**src/rtl/instruction_fetch_unit.sv**
```systemverilog
// -----------------------------------------------------------------------------
// instruction_fetch_unit
//
// Owns the program counter, reads instruction memory through a req/ready
// handshake and hands each fetched word to decode through a valid/accept
// handshake. The decoded PC controls presented at accept pick the next
// fetch address (load from ALU result, increment, or hold).
//
// Optional feature macro: IFU_MEM_TIMEOUT_EN
//   defined   : FETCH gives up after TIMEOUT_CYCLES cycles without mem_ready,
//               raises sticky fetch_error and parks in IDLE until reset.
//   undefined : no wait counter, fetch_error tied low, FETCH waits forever.
//
// Ports
//   clk                        rising-edge clock
//   reset_n                    asynchronous active-low reset
//   run                        fetch enable, sampled in IDLE and at accept
//   mem_req / mem_addr         memory read request and address (= PC)
//   mem_ready / mem_data       memory data valid strobe and instruction word
//   instruction                registered word for the decoder
//   instruction_valid          instruction holds an unconsumed word
//   exec_accept                decode consumes the word this cycle
//   program_counter_increment  decoded "PC + 1"
//   pc_load / pc_load_value    decoded "PC <- ALU result" and that result
//   program_counter            current PC
//   fetch_error                sticky memory timeout flag
// -----------------------------------------------------------------------------
//
// state    | meaning
// ---------+------------------------------------------------------------------
// IDLE     | no request; waits for run (and no latched fetch_error)
// FETCH    | mem_req high at PC until mem_ready captures the word
// ISSUE    | word presented to decode; waits for exec_accept, then next PC
//
module instruction_fetch_unit #(
   parameter logic [15:0] RESET_PC       = 16'h0000,
   parameter int unsigned TIMEOUT_CYCLES = 255
) (
   input  logic        clk,
   input  logic        reset_n,
   input  logic        run,
   output logic        mem_req,
   output logic [15:0] mem_addr,
   input  logic        mem_ready,
   input  logic [15:0] mem_data,
   output logic [15:0] instruction,
   output logic        instruction_valid,
   input  logic        exec_accept,
   input  logic        program_counter_increment,
   input  logic        pc_load,
   input  logic [15:0] pc_load_value,
   output logic [15:0] program_counter,
   output logic        fetch_error
);

   typedef enum logic [1:0] {
      ST_IDLE  = 2'd0,
      ST_FETCH = 2'd1,
      ST_ISSUE = 2'd2
   } state_t;

   state_t      state;
   state_t      state_nxt;
   logic [15:0] pc;
   logic [15:0] pc_nxt;
   logic [15:0] instr;
   logic [15:0] instr_nxt;
   logic        valid;
   logic        valid_nxt;
   logic        req_nxt;
   logic        timeout_hit;
   logic        error_flag;

`ifdef IFU_MEM_TIMEOUT_EN
   // Terminal count is one below the limit so the error lands on the edge
   // that ends the TIMEOUT_CYCLES-th wait cycle.
   localparam logic [7:0] TIMEOUT_LAST = 8'(TIMEOUT_CYCLES - 1);

   logic [7:0] wait_cnt;
   logic       err_q;

   assign timeout_hit = (state == ST_FETCH) && !mem_ready && (wait_cnt == TIMEOUT_LAST);
   assign error_flag  = err_q;

   always_ff @(posedge clk or negedge reset_n) begin
      if (!reset_n) begin
         wait_cnt <= 8'd0;
         err_q    <= 1'b0;
      end else begin
         if ((state_nxt == ST_FETCH) && (state != ST_FETCH)) begin
            wait_cnt <= 8'd0;
         end else if ((state == ST_FETCH) && !mem_ready) begin
            wait_cnt <= wait_cnt + 8'd1;
         end
         if (timeout_hit) begin
            err_q <= 1'b1;
         end
      end
   end
`else
   assign timeout_hit = 1'b0;
   assign error_flag  = 1'b0;
`endif

   always_ff @(posedge clk or negedge reset_n) begin
      if (!reset_n) begin
         state   <= ST_IDLE;
         pc      <= RESET_PC;
         instr   <= 16'h0000;
         valid   <= 1'b0;
         mem_req <= 1'b0;
      end else begin
         state   <= state_nxt;
         pc      <= pc_nxt;
         instr   <= instr_nxt;
         valid   <= valid_nxt;
         mem_req <= req_nxt;
      end
   end

   always_comb begin
      state_nxt = state;
      pc_nxt    = pc;
      instr_nxt = instr;
      valid_nxt = valid;
      unique case (state)
         ST_IDLE: begin
            if (run && !error_flag) begin
               state_nxt = ST_FETCH;
            end
         end
         ST_FETCH: begin
            // run is not looked at here: a started fetch always completes.
            if (mem_ready) begin
               instr_nxt = mem_data;
               valid_nxt = 1'b1;
               state_nxt = ST_ISSUE;
            end else if (timeout_hit) begin
               state_nxt = ST_IDLE;
            end
         end
         ST_ISSUE: begin
            if (exec_accept) begin
               if (pc_load) begin
                  pc_nxt = pc_load_value;
               end else if (program_counter_increment) begin
                  pc_nxt = pc + 16'd1;
               end
               valid_nxt = 1'b0;
               state_nxt = run ? ST_FETCH : ST_IDLE;
            end
         end
         default: begin
            state_nxt = ST_IDLE;
         end
      endcase
      // Request is registered so it tracks the state being entered.
      req_nxt = (state_nxt == ST_FETCH);
   end

   assign mem_addr          = pc;
   assign program_counter   = pc;
   assign instruction       = instr;
   assign instruction_valid = valid;
   assign fetch_error       = error_flag;

endmodule

```
**config.mk**
```make
export PLATFORM = sky130hd
export DESIGN_NAME = instruction_fetch_unit
export DESIGN_NICKNAME = d
export VERILOG_FILES = /design/src/rtl/instruction_fetch_unit.sv
export SDC_FILE = /design/constraint.sdc
export NUM_CORES = 1
export LEC_CHECK = 0
export BUFFER_PORTS_ARGS = -buffer_cell sky130_fd_sc_hd__buf_4
export CORE_MARGIN = 4
export CORE_UTILIZATION = 42
export CTS_CLUSTER_DIAMETER = 100
export DETAILED_ROUTE_END_ITERATION = 8
export HOLD_SLACK_MARGIN = 0.06
export PLACE_DENSITY_LB_ADDON = 0.08
export SYNTH_ARGS = -nofsm -noshare
export SYNTH_HDL_FRONTEND = slang
export SYNTH_SLANG_ARGS = --single-unit
```
**constraint.sdc**
```tcl
create_clock -name clk -period 1.6 [get_ports clk]
set_input_delay 0.48 -clock clk [delete_from_list [all_inputs] [get_ports clk]]
set_output_delay 0.48 -clock clk [all_outputs]
set_load 0.02 [all_outputs]
```
==> impl_metrics.yaml <==
pwr:
  p_leak_uw: 0.00134
  max-vdd-ir-drop_uv: 1340
  switchingPower_uw: 2180
  p_per_area_nw_per_um2: 1920
  swShare_pct: 40.4
  pwr-share-comb_pct: 54.5
  p_int_uw: 3210
  seqPwrFrac_pct: 30.7
  clockPowerShare_pct: 14.8
cells_and_area:
  nets: 322
  drive_above_1_share_pct: 51.2
  num-fill-cells: 369
  n_antenna_cell: 0
  syn_to_final_growth_pct: 47.3
logic_synthesis:
  netlist.area_leader.share_pct: 47.2
  yosys_warnings: 0
  synth.avg_cell_area_sq_um: 10.0
  ys_top_cells_by_area: "dfrtp_1 (47%), mux2_2 (9.4%), buf_4 (7.1%)"
  synthArstFlopShare_pct: 100
  yosysSeqAreaShare_pct: 47.2
  synth_seq_cells: 36
  yosys.area.top_type: "dfrtp_1"
  yosysUniqueCellTypes: 43
  synth_edf_count: 0
  netlist_area_sq_um: 1910
  synth_cells: 190
  synth_fp_nets: 230
  synth-main-ff-cell: "dfrtp_1"
detailed_routing:
  drt-vias-per-instance: 5.36
  final_antenna_net_count: 0
  via_count: 1797
  wl_per_cell_um: 14.6
  drt_wl_total_um: 4880
  drtPass1Iterations: 4
  drc: 0
  drt_iter0_markers: 68
setup_path:
  worst_ep_arrival_time_ps: 1870
  crit_type: "register to register"
  worst_setup_path_start_kind: "register"
  end_kind: "register"
  slowest_delay_ps: 480
  crit_chain: "ha_4 -> nand2_4 -> or4_4 -> or4_1 -> nand3_1"
  crit_fanout: 3
  cp_slowest_cell: "or4_4"
  required_ps: 1820
sta:
  fin_ws_ps: -43.8
  finalClockSkew_ps: 4.99
  final-hold-violation-count: 0
  maxSlewViolCount: 0
  rsz0062_at_grt: "true"
  fin_crit_ps: 1640
  final-setup-viol-count: 2
  fmax_mhz: 608
  setup_tns_ps: -62.3
  finalCritPeriodShare_pct: 103
clocking:
  root_buffer: "clkbuf_8"
  insertion_delay_ps: 280
  cts_hold_buf: 0
  cts.path.max_buffers: 2
  cts_buffers: 5
  clk_pin_slew_ps: 70
  post_cts_buffers: 0
  cts_tree: "built"
  ctsHtreeMaxLevel: 2
  cts.sinks: 36
floorplan:
  ios: 90
  rows: 24
  fp.dieH_um: 75.4
  dieArea_sq_um: 5690
  chipWidth_um: 75.4
  core_sq_um: 4380
  initial_core_util_pct: 43.5
min_path:
  hp-class: "primary input to async pin"
status:
  violations: "setup timing"
  status: "finished with violations"
placement:
  post-place-ws_ps: -105
  dpl.hpwl_um: 3660
  gp_congestion: 0.838
  port_buffers: 88
job:
  max-cap-violations: 0
grt:
  antenna_found_initial: 0
  overflow: 0
  grt_pass1_vias: 1685
  grt_pass1_wl_um: 7580
  grt.total_usage_pct: 17.1
  grt_max_degree: 37
[worst paths after layout]
path | slack (ps) | end | cells after the start | startpoint
min reg2reg | 510 | instruction[7] | 1 | instruction[7]
max | -40 | mem_addr[10] | 5 | mem_addr[1]
max in group asynchronous | 1100 | mem_addr[4] | 1 | reset_n
min in group clk | 420 | instruction[14] | 2 | mem_data[14]
min | 150 | mem_addr[15] | 1 | reset_n
max reg2reg | -40 | mem_addr[10] | 5 | mem_addr[1]
[layout by cell type, fill, tap and decap left out, types with 3 or more instances in the layout]
master and n:
nor2_1 10, inv_1 5, o21ai_0 16, dfrtp_2 4, dfrtp_1 32, a21oi_1 12
o2bb2ai_1 3, nand4_1 3, clkbuf_8 5, nor4_1 4, mux2i_1 3, nand3_1 8
mux2_2 16, nand2_1 8, and3_1 3, a31oi_1 3, buf_4 110
[cell families after synthesis]
logic type | after synthesis | synth area share (%)
multiplexers | 19 | 11.0
adder cells (fa/ha/maj) | 1 | 0.656
buffers and inverters | 32 | 9.90
AND/OR/NAND/NOR | 52 | 14.9
flip-flops | 36 | 47.2
other | 1 | 0.197
AO/OA/AOI/OAI | 49 | 16.1
[registers in the layout, summed over array words and instances (netlist names)]
register and flops:
mem_addr 16, instruction 16, instruction_valid 1, mem_req 1
state 2
[critical path, delay by kind of cell, from the launching register on]
family | cells | cell delay, ps
adders and majority gates | 1 | 160
DFF | 1 | 390
and+or+nand+nor | 4 | 1030
[repair_timing]
action / 4_1_cts / 5_1_grt
hold endpoints to repair: 0 / 0
setup endpoints to repair: 2 / 3
pin swaps: 0 / 1
resized for setup: 0 / 2
[layer usage]
layer	part of all wire (%)	track usage [%]	vias up
li1	-	-	865
met1	45	23.3	872
met2	48	27.1	56
met3	6.9	3.56	4
met4	0.72	5.63	0
met5	0	0	-
[layout make-up]
| cell class | instances | area [sq um] | area share [%] |
|---|---|---|---|
| clock buffer | 6 | 72.6 | 2.58 |
| clock inverter | 2 | 35.0 | 1.25 |
| inverter | 5 | 18.8 | 0.668 |
| multi-input combinational | 122 | 848 | 30.2 |
| sequential | 36 | 906 | 32.2 |
| tap | 52 | 65.1 | 2.31 |
| timing repair buffer | 112 | 866 | 30.8 |
[power by group through the flow]
stage	logic (uW)	registers, uW	clock network, uW
finish	2930	1660	797
global route	3170	1710	852
CTS	2970	1650	817
detailed placement	2950	1670	0
global placement	2940	1650	0
floorplan	1170	2220	0
[stage by stage]
stage               total power [uW]  std cells  hold slack (ps)  area, sq um  util (%)
global route                    5730        335              185         2810      64.1
global placement                4590        327              475         2700      61.5
detailed placement              4620        327              474         2700      61.5
CTS                             5430        335              166         2800      64.0
finish                          5390        335              149         2810      64.1
floorplan                       3390        190              184         1940         -
[Yosys cell counts, types with 3 or more instances]
library cell / count
mux2_2: 16
a21oi_1: 12
inv_1: 5
nand3_1: 8
mux2i_1: 3
nor2_1: 10
buf_4: 18
o2bb2ai_1: 3
clkbuf_1: 6
dfrtp_1: 36
nand2_1: 9
nand4_1: 3
o21ai_0: 16
and3_1: 3
a31oi_1: 3
nor4_1: 4
Power figures use the tool's default switching activity.
